## src/rtl/rf_wb_arbiter.sv

```systemverilog
// rf_wb_arbiter: merges the non-stallable pipeline W-stage write with a
// valid/ready long-latency result stream onto one register-file write port.
// Long results wait in a 2-entry FIFO. A starvation counter freezes the
// pipeline for one cycle to force the FIFO head out.
// Optional build macro: WB_TRACE_EN adds a simulation commit trace.
module rf_wb_arbiter #(
  parameter int unsigned STARVE_MAX = 4
) (
  input  logic        clk,
  input  logic        reset,
  input  logic        w_we,
  input  logic [4:0]  w_addr,
  input  logic [31:0] w_data,
  input  logic [31:0] w_pc,
  input  logic        l_valid,
  output logic        l_ready,
  input  logic [4:0]  l_addr,
  input  logic [31:0] l_data,
  input  logic [31:0] l_pc,
  output logic        rf_we,
  output logic [4:0]  rf_a3,
  output logic [31:0] rf_wd,
  output logic [31:0] rf_pc,
  output logic [31:0] pend_mask,
  output logic        stall_w
);

  localparam logic [3:0] STARVE_LIM = 4'(STARVE_MAX);

  // FIFO storage: a valid bit per slot lets a newer pipeline write cancel an
  // older queued result without disturbing the pointers.
  logic [1:0]       vld_q, vld_d;
  logic [1:0][4:0]  addr_q, addr_d;
  logic [1:0][31:0] data_q, data_d;
  logic [1:0][31:0] pc_q, pc_d;
  logic             head_q, head_d;
  logic             tail_q, tail_d;
  logic [1:0]       count_q, count_d;
  logic [3:0]       starve_q, starve_d;

  logic wslot_s;
  logic empty_s;
  logic commit_s;
  logic enq_s;

  assign stall_w  = (starve_q == STARVE_LIM);
  assign l_ready  = (count_q < 2'd2);
  assign wslot_s  = w_we && (w_addr != 5'd0) && !stall_w;
  assign empty_s  = (count_q == 2'd0);
  assign commit_s = !empty_s && !wslot_s;
  // Writes to $0 are handshaken but dropped on the floor.
  assign enq_s    = l_valid && l_ready && (l_addr != 5'd0);

  // Write-port mux: pipeline first, then a still-valid FIFO head, else idle.
  always_comb begin
    rf_we = 1'b0;
    rf_a3 = 5'd0;
    rf_wd = 32'd0;
    rf_pc = 32'd0;
    if (!reset && wslot_s) begin
      rf_we = 1'b1;
      rf_a3 = w_addr;
      rf_wd = w_data;
      rf_pc = w_pc;
    end else if (!reset && commit_s && vld_q[head_q]) begin
      rf_we = 1'b1;
      rf_a3 = addr_q[head_q];
      rf_wd = data_q[head_q];
      rf_pc = pc_q[head_q];
    end else begin
      rf_we = 1'b0;
    end
  end

  // Pending-write mask from registered entries only (valid entries never hold $0).
  always_comb begin
    pend_mask = 32'd0;
    for (int i = 0; i < 2; i++) begin
      pend_mask = pend_mask | ({31'd0, vld_q[i]} << addr_q[i]);
    end
  end

  // Next-state: cancel, pop, push and starvation bookkeeping.
  always_comb begin
    addr_d  = addr_q;
    data_d  = data_q;
    pc_d    = pc_q;
    head_d  = head_q;
    tail_d  = tail_q;
    for (int i = 0; i < 2; i++) begin
      vld_d[i] = vld_q[i] & ~(wslot_s && (addr_q[i] == w_addr));
    end
    if (commit_s) begin
      vld_d[head_q] = 1'b0;
      head_d        = ~head_q;
    end else begin
      head_d = head_q;
    end
    if (enq_s) begin
      vld_d[tail_q]  = 1'b1;
      addr_d[tail_q] = l_addr;
      data_d[tail_q] = l_data;
      pc_d[tail_q]   = l_pc;
      tail_d         = ~tail_q;
    end else begin
      tail_d = tail_q;
    end
    count_d = count_q + {1'b0, enq_s} - {1'b0, commit_s};
    if (empty_s || commit_s) begin
      starve_d = 4'd0;
    end else if (wslot_s) begin
      starve_d = starve_q + 4'd1;
    end else begin
      starve_d = starve_q;
    end
  end

  // State registers; reset discards anything queued.
  always_ff @(posedge clk or posedge reset) begin
    if (reset) begin
      vld_q    <= 2'b00;
      addr_q   <= 10'd0;
      data_q   <= 64'd0;
      pc_q     <= 64'd0;
      head_q   <= 1'b0;
      tail_q   <= 1'b0;
      count_q  <= 2'd0;
      starve_q <= 4'd0;
    end else begin
      vld_q    <= vld_d;
      addr_q   <= addr_d;
      data_q   <= data_d;
      pc_q     <= pc_d;
      head_q   <= head_d;
      tail_q   <= tail_d;
      count_q  <= count_d;
      starve_q <= starve_d;
    end
  end

`ifdef WB_TRACE_EN
  // Single commit trace covering both write sources.
  always @(posedge clk) begin
    if (rf_we && !reset) begin
      $display("@%h: $%d <= %h", rf_pc, rf_a3, rf_wd);
    end else begin
    end
  end
`endif

endmodule

```

## config.mk

```make
export PLATFORM = sky130hd
export DESIGN_NAME = rf_wb_arbiter
export DESIGN_NICKNAME = d
export VERILOG_FILES = /design/src/rtl/rf_wb_arbiter.sv
export SDC_FILE = /design/constraint.sdc
export NUM_CORES = 1
export LEC_CHECK = 0
export BUFFER_PORTS_ARGS = -buffer_cell sky130_fd_sc_hd__buf_2
export CORE_MARGIN = 5
export CORE_UTILIZATION = 55
export CTS_BUF_LIST = sky130_fd_sc_hd__clkbuf_16
export CTS_CLUSTER_DIAMETER = 40
export DETAILED_ROUTE_END_ITERATION = 16
export PLACE_DENSITY = 0.85
export SYNTH_ARGS = -nofsm -noshare
export SYNTH_HDL_FRONTEND = slang
export SYNTH_SLANG_ARGS = --single-unit
```

## constraint.sdc

```tcl
create_clock -name clk -period 12.7 [get_ports clk]
set_clock_uncertainty 0.15 [all_clocks]
set_input_delay 0.635 -clock clk [delete_from_list [all_inputs] [get_ports clk]]
set_output_delay 0.635 -clock clk [all_outputs]
set_load 0.1 [all_outputs]
```

==> impl_metrics.csv, run 1 <==
group,metric,value,unit
die,start_util,0.5617,
critical_path,max_stage_delay,0.57,ns
synthesis,syn_inst,605,
job,maxCapViolCount,0,
clock_network,cts-htree-levels,4,
routing,wl,19.86,mm
clock_network,path_clk_slew,0.06,ns
die,rows,43,
finish,final_area,9657,sq um
critical_path,arrival,3.34,ns
sta,post-route-period-util,0.3251,
synthesis,syn_area,7797,sq um
routing,final_antenna_net_count,0,
synthesis,ys_ff_latch,148,
sta,timing.hold.ws,0.2025,ns
finish,syn_to_final_growth,23.84,%
outcome,status,"complete, no violations",
routing,drt_iter0_markers,386,
placement,gp_congestion,0.9512,
sta,max_slew.worst_pin.slew,1.148,ns
clock_network,cts_setup_buffers,0,
die,die_width,129.1,um
synthesis,yosysUniqueCellTypes,40,
sta,rsz0062_at_grt,"no",
sta,finalSetupViolations,0,
synthesis,seq_area_frac_synth,0.4750,
placement,port_buffers,245,
die,die_y,129.1,um
placement,hpwl,14.43,mm
die,dieArea,16660,sq um
synthesis,synth_flop_cell,"dfrtp_1",
die,pin_count,246,
sta,fin_tns_setup,0,ns
sta,fmax,242.2,MHz
grt,track_usage,0.2405,
critical_path,critPathKind,"reg2out",
grt,first_global_vias,6424,
finish,layout_common_cells,"buf_2, dfrtp_1, mux2_2",
sta,drv_slew,0,
clock_network,cts_tree,"yes",
grt,antenna_found_initial,0,
routing,dr.pass1.iters,5,
pwr,p_per_area,283.7,nW/um^2
sta,final.min_clock_period,4.129,ns
finish,final_net_count,971,
sta,finalHoldViolations,0,
synthesis,synth_nets,751,
synthesis,async_flop_share,1.000,
critical_path,cp_num_buf_inv,3,
clock_network,cts_hold_buffers,0,
routing,vias,5936,
routing,via_per_inst,5.831,
placement,post-place-cells,986,
pwr,leakagePower,4.519,nW
critical_path,path_cells,"inv_1 > ha_1 > nand3b_1 > o211ai_4 > nor2_4 > buf_4 > o2bb2ai_1 > buf_2",
clock_network,clkLatencyLatePin,0.40,ns
critical_path,crit_slowest_cell,"nor2_4",
routing,drc,0,
sta,relSlewSlack,0.2346,
critical_path,cp-start-kind,"register",
clock_network,cts_buffer_depth,2,
pwr,vdd_drop_max,147.8,uV
placement,placed_cell_area,9066,sq um
finish,post-route-util,0.6957,
pwr,power,2.739,mW
critical_path,critPathTopFamily,"buffers and inverters",
finish,final_cell_count_no_fill,1018,
critical_path,cp_max_fo,45,
synthesis,post-synth-top-area-fraction,0.4750,
synthesis,synth_top_cell_by_area,"dfrtp_1",
sta,layout_setup_ws,8.571,ns
critical_path,end_kind,"output port",
clock_network,cts_resized,0,
clock_network,clock_sinks,148,
clock_network,numCtsBuffers,17,
die,core,13880,sq um
routing,post_drt_wl_per_cell,19.51,um
grt,grt_overflow,0,
placement,dpl_worst_slack,8.789,ns
clock_network,clk_root_buffer_cell,"clkbuf_16",
min_path,hp-class,"in2async",
synthesis,synth_warnings,0,
finish,mostFrequentLayoutCell,"buf_2",
synthesis,synth.avg_cell_area,12.89,sq um
critical_path,critPathRequiredTime,11.91,ns
grt,grt_pass1_wl,32.09,mm
synthesis,synth_area_leaders,"dfrtp_1, mux2_2, mux2i_1, o2bb2ai_1, o2bb2ai_2",
finish,drive_gt1_frac,0.5299,
synthesis,synth_edf_count,0,
grt,grt_max_degree,84,
[layer usage]
metal	GRT usage	wire length (um)
met1	0.2886	7537
met2	0.4180	10310
met3	0.05276	1385
met4	0.1025	634
met5	0	0
[cell families (layout without fill, tap and decap cells)]
kind of cell    count (synthesis)  after routing  synth area share
mux                           208            208            0.2893
xor+xnor                       16             16           0.01797
flops                         148            148            0.4750
fa+ha+maj                       4              4          0.006419
other cells                     0              2                 0
buf+inv                        58            289           0.03723
simple gates                   62             62           0.04525
compound gates                109            109            0.1289
[path summary, 6_finish.rpt]
check	from	end	slack, ns	depth (start not counted)
min in group clk	l_data[4]	data_q[36]	0.31	2
max	starve_q[0]	rf_wd[23]	8.57	8
min reg2reg	data_q[44]	data_q[44]	0.35	1
max in group asynchronous	reset	addr_q[6]	10.76	3
min	reset	pc_q[59]	0.20	2
max reg2reg	count_q[1]	pc_q[11]	9.69	5
[state kept, by name (all words and copies together) (netlist names)]
name / cells
starve_q: 4
vld_q: 2
addr_q: 10
pc_q: 64
data_q: 64
tail_q: 1
count_q: 2
head_q: 1
[cell type report]
cell class | instances | area [sq um]
Inverter | 8 | 35.03
Multi-Input combinational cell | 399 | 3827
Antenna cell | 2 | 5.005
Clock inverter | 13 | 160.2
Clock buffer | 17 | 425.4
Fill cell | 1003 | 4224
Timing Repair Buffer | 251 | 1271
Sequential cell | 148 | 3707
Tap cell | 180 | 225.2
[synthesized netlist by cell type, types with 10 or more instances]
cell type,n
dfrtp_1,148
mux2_2,135
mux2i_1,69
o2bb2ai_1,58
clkbuf_1,26
o22ai_1,20
buf_2,16
o2bb2ai_2,11
nand2b_1,10
o32ai_1,10
xnor2_1,10
[power breakdown]
group          internal [mW]  switching, mW
Clock                  0.307          0.192
Sequential             0.712          0.185
Combinational          0.472          0.871
Total                   1.49           1.25
Note: power is estimated with default switching activity, not from simulation.
==> run 2: changes to the inputs <==
CORE_UTILIZATION = 52   (was 55)
PLACE_DENSITY = 0.81   (was 0.85)
clock period = 4 ns   (was 12.7 ns; I/O delays follow)
==> run 2 against run 1 <==
  * Sequential power grew to 3.2 times the previous value
  * Core utilization grew 2.2 points
  * Total power grew to 3.2 times the previous value
  * Largest cell class unchanged
  * Via count grew 6.6%
  * Flip-flop and latch count is the same
  * Critical path depth stayed put
  * Clock power increased to 2.8 times the previous value
  * Clock-buffer cell count unchanged
  * Design area increased by 8.8%
  * First-iteration DRC count fell by 29%
  * Critical endpoint is now rf_wd[21]
==> impl_metrics.csv, run 2 (same netlist as run 1, synthesis figures left out) <==
group,metric,value,unit
outcome,status,"complete, no violations",
finish,final_net_count,1046,
routing,dr.pass1.iters,5,
finish,final_area,10510,sq um
die,start_util,0.5325,
placement,port_buffers,245,
pwr,leakagePower,4.850,nW
routing,vias,6326,
routing,via_per_inst,5.761,
die,rows,44,
die,core,14640,sq um
clock_network,path_clk_slew,0.06,ns
pwr,p_per_area,831.0,nW/um^2
sta,fin_tns_setup,0,ns
sta,finalHoldViolations,0,
grt,first_global_vias,6882,
pwr,seqPwrFrac,0.326,
sta,fmax,287.7,MHz
die,die_y,132.5,um
routing,top_layer_used,"met5",
die,pin_count,246,
pwr,p_clk_frac,0.162,
job,maxCapViolCount,0,
critical_path,cp_max_fo,51,
die,die_width,132.5,um
critical_path,arrival,3.13,ns
routing,wl_met3,1.359,mm
clock_network,cts-htree-levels,4,
routing,met1Wirelength,8.576,mm
finish,fillCellCount,1032,
clock_network,clock_sinks,148,
sta,finalSetupViolations,0,
die,dieArea,17540,sq um
sta,rsz0062_at_grt,"no",
pwr,intPower,4.624,mW
finish,mostFrequentLayoutCell,"buf_2",
routing,post_drt_wl_per_cell,20.24,um
finish,reg_top3,"data_q (64), pc_q (64), addr_q (10)",
placement,hpwl,15.35,mm
grt,track_usage,0.2509,
grt,grt_max_degree,81,
finish,post-route-util,0.7174,
grt,grt_pass1_wl,35.46,mm
critical_path,end_kind,"output port",
routing,final_antenna_net_count,0,
critical_path,critPathRequiredTime,3.65,ns
pwr,p_sw_frac,0.4704,
clock_network,cts_buffer_depth,2,
sta,timing.hold.ws,0.01996,ns
routing,drc,0,
critical_path,critPathKind,"reg2out",
pwr,switching_power,4.107,mW
placement,placed_cell_area,9270,sq um
sta,drv_slew,0,
pwr,vdd_drop_max,434.9,uV
sta,relSlewSlack,0.3488,
grt,antenna_found_initial,1,
sta,max_slew.worst_pin.slew,0.9768,ns
clock_network,clkLatencyLatePin,0.41,ns
routing,met2_wirelength,11.56,mm
clock_network,cts_tree,"yes",
min_path,hp-class,"in2async",
critical_path,cp-start-kind,"register",
finish,drive_gt1_frac,0.5192,
finish,syn_to_final_growth,34.74,%
clock_network,numCtsBuffers,17,
clock_network,clk_root_buffer_cell,"clkbuf_16",
pwr,comb_power_share,0.512,
sta,final.min_clock_period,3.475,ns
sta,post-route-period-util,0.8688,
finish,layout_common_cells,"buf_2, dfrtp_1, mux2_2",
placement,gp_congestion,0.9088,
routing,wl,22.22,mm
routing,drt_iter0_markers,274,
grt,grt_overflow,0,
-- run 2: changes by cell type in the layout (fill, tap and decap cells not counted), moves of 2 or more --
cell,change
buf_4,+4
bufinv_16,-3
clkinv_4,+2
clkinvlp_4,+3
dlygate4sd3_1,+70
o2bb2ai_1,-24
o2bb2ai_2,+24
-- run 2: through the flow --
step | cells | setup WS, ns | power [mW]
finish | 1098 | 0.5247 | 8.731
global route | 1097 | 0.4163 | 9.170
CTS | 1097 | 0.5883 | 8.731
detailed placement | 995 | 0.8642 | 7.239
global placement | 995 | 0.9460 | 7.090
floorplan | 605 | -0.2879 | 6.377
-- run 2: layout make-up --
cell class | count | area [sq um] | share of cell area
Multi-Input combinational cell | 399 | 3978 | 0.3786
Timing Repair Buffer | 326 | 2022 | 0.1925
Sequential cell | 148 | 3707 | 0.3529
Clock buffer | 17 | 425.4 | 0.04049
Clock inverter | 15 | 107.6 | 0.01024
Tap cell | 184 | 230.2 | 0.02191
Inverter | 8 | 33.78 | 0.003215
Antenna cell | 1 | 2.502 | 0.0002382
-- run 2: path summary, 6_finish.rpt --
path	from	endpoint	slack, ns	depth (start not counted)
min reg2reg	starve_q[0]	starve_q[0]	0.33	1
min in group clk	w_we	vld_q[0]	0.19	4
max in group asynchronous	reset	head_q	2.09	4
min	reset	pc_q[8]	0.02	3
max	starve_q[0]	rf_wd[21]	0.52	8
max reg2reg	count_q[1]	pc_q[8]	1.38	5
-- run 2: repair_timing --
item / in CTS / in global routing
gates resized for setup: 0 / 0
endpoints found under the hold margin: 138 / 0
hold buffers: 70 / 0
buffers inserted: 0 / 0
-- run 2: power groups by stage --
| stage | Clock (mW) | Combinational (mW) | Sequential (mW) |
|---|---|---|---|
| after floorplan | 0 | 3.82 | 2.56 |
| after global placement | 0 | 4.30 | 2.79 |
| after detailed placement | 0 | 4.39 | 2.85 |
| after CTS | 1.44 | 4.47 | 2.83 |
| after global routing | 1.51 | 4.72 | 2.95 |
| final | 1.41 | 4.47 | 2.85 |
-- run 2: worst max-delay path, cell delays in order (launching register included) --
cell,delay (ns)
dfrtp_1,0.40
inv_1,0.07
ha_1,0.15
nand3b_1,0.21
o211ai_4,0.25
o2111ai_4,0.51
buf_12,0.40
o2bb2ai_1,0.21
buf_2,0.47
-- run 2: per-layer routing --
metal,GRT usage,vias up
met5,0,-
met4,0.1126,2
met3,0.06150,59
met2,0.4404,257
met1,0.2905,3127
li1,-,2881
==> run 3: changes to the inputs <==
PLACE_DENSITY = 0.82   (was 0.81)
==> run 3 against run 2 <==
  * Sequential power hardly changed
  * Combinational power hardly changed
  * Flip-flop and latch count stayed put
  * Largest cell class unchanged
==> impl_metrics.csv, run 3 (same netlist as run 1, synthesis figures left out) <==
group,metric,value,unit
critical_path,endpoint,"rf_pc[9]",
die,pin_count,246,
die,rows,44,
routing,wl,22.32,mm
sta,finalHoldViolations,0,
grt,track_usage,0.2539,
critical_path,critPathKind,"reg2out",
routing,vias,6409,
routing,via_per_inst,5.832,
die,core,14640,sq um
pwr,leakagePower,4.840,nW
finish,final_area,10490,sq um
grt,grt_max_degree,77,
grt,antenna_found_initial,3,
clock_network,cts_tree,"yes",
sta,final.min_clock_period,3.600,ns
die,die_y,132.5,um
clock_network,cts_setup_buffers,0,
routing,drt_iter0_markers,350,
placement,placed_cell_area,9270,sq um
finish,mostFrequentLayoutCell,"buf_2",
sta,fmax,277.8,MHz
clock_network,clk_root_buffer_cell,"clkbuf_16",
die,die_width,132.5,um
critical_path,rrSetupSlack,1.70,ns
sta,post-route-period-util,0.8999,
clock_network,cts_buffer_depth,2,
finish,drive_gt1_frac,0.5175,
critical_path,cp_max_fo,30,
pwr,power,8.709,mW
finish,reg_top3,"data_q (64), pc_q (64), addr_q (10)",
pwr,p_clk_frac,0.159,
pwr,comb_power_share,0.511,
sta,fin_tns_setup,0,ns
grt,grt_pass1_wl,36.07,mm
placement,gp_congestion,0.8891,
pwr,vdd_drop_max,534.2,uV
finish,final_net_count,1045,
routing,final_antenna_net_count,0,
job,maxCapViolCount,0,
grt,grt_overflow,0,
sta,relSlewSlack,0.3663,
sta,max_slew.worst_pin.slew,0.9505,ns
finish,register_area,3707,sq um
sta,timing.hold.ws,0.01196,ns
die,start_util,0.5325,
routing,drc,0,
placement,hpwl,15.16,mm
pwr,p_per_area,830.4,nW/um^2
clock_network,cts_resized,0,
die,dieArea,17540,sq um
finish,syn_to_final_growth,34.50,%
sta,rsz0062_at_grt,"no",
clock_network,path_clk_slew,0.06,ns
clock_network,numCtsBuffers,17,
critical_path,arrival,3.25,ns
critical_path,end_kind,"output port",
critical_path,cp-start-kind,"register",
pwr,p_sw_frac,0.4708,
pwr,seqPwrFrac,0.330,
clock_network,clock_sinks,148,
clock_network,clkLatencyLatePin,0.41,ns
sta,finalSetupViolations,0,
sta,layout_setup_ws,0.4004,ns
finish,fillCellCount,977,
placement,dpl_worst_slack,0.7616,ns
pwr,intPower,4.609,mW
finish,layout_common_cells,"buf_2, dfrtp_1, mux2_2",
routing,post_drt_wl_per_cell,20.31,um
clock_network,cts-htree-levels,4,
grt,first_global_vias,7028,
critical_path,rr_worst_depth,10,
sta,drv_slew,0,
finish,multi_input_comb_area,3978,sq um
critical_path,r2r_end,"count_q[1]",
pwr,switching_power,4.100,mW
min_path,hp-class,"in2async",
routing,dr.pass1.iters,5,
critical_path,worstReg2RegStart,"starve_q[0]",
critical_path,critPathRequiredTime,3.65,ns
placement,port_buffers,245,
critical_path,startpoint,"starve_q[0]",
outcome,status,"complete, no violations",
run 3: cell count changes in the layout (fill, tap and decap cells not counted), sizes merged:
| cell | delta |
|---|---|
| inv | -2 |
| diode | +2 |
| clkinv | +2 |
| dlygate4sd3 | -1 |
run 3: layout make-up:
type / count / share of cell area
inverter: 8 / 0.003221
clock inverter: 15 / 0.008948
antenna: 3 / 0.0007158
clock buffer: 17 / 0.04056
timing repair buffer: 325 / 0.1918
tap: 184 / 0.02195
sequential: 148 / 0.3535
multi-input combinational: 399 / 0.3793
run 3: power by group through the flow:
stage          logic, mW  registers, mW  clock network, mW
6_report            4.45           2.87               1.39
2_1_floorplan       3.82           2.56                  0
3_3_place_gp        4.28           2.80                  0
4_1_cts             4.45           2.84               1.41
5_1_grt             4.70           2.96               1.48
3_5_place_dp        4.38           2.87                  0
run 3: timing repair:
item                       4_1_cts  5_1_grt
hold buffers                    69        0
setup endpoints to repair        0        0
hold endpoints to repair       138        0
run 3: worst max-delay path, stage by stage, from the launching register on:
cell       delay, ns
dfrtp_1         0.41
inv_1           0.07
ha_1            0.13
nand3b_1        0.25
o211ai_4        0.28
o2111ai_4       0.52
buf_4           0.46
o2bb2ai_1       0.24
buf_2           0.46
run 3: how the worst min path moves through the flow:
| stage | startpoint | end | slack [ns] | depth (start not counted) |
|---|---|---|---|---|
| 2_1_floorplan | l_data[3] | data_q[35] | 0.18 | 1 |
| 3_3_place_gp | l_data[4] | data_q[36] | 0.28 | 2 |
| 3_5_place_dp | l_data[4] | data_q[36] | 0.28 | 2 |
| 4_1_cts | l_valid | tail_q | 0.002 | 3 |
| 5_1_grt | l_valid | tail_q | 0.004 | 3 |
| 6_report | reset | vld_q[1] | 0.01 | 3 |
run 3: metal layers:
metal,global-route usage,up-vias,wire length [um]
met3,0.06378,68,1416
met1,0.2841,3183,8512
met2,0.4524,289,11640
li1,-,2869,-
met5,0,-,0
met4,0.1218,0,753
run 3: per-stage QoR:
stage            util  cells
2_1_floorplan       -    605
3_3_place_gp   0.6330    995
3_5_place_dp   0.6330    995
4_1_cts        0.7157   1096
5_1_grt        0.7162   1099
6_report       0.7162   1099
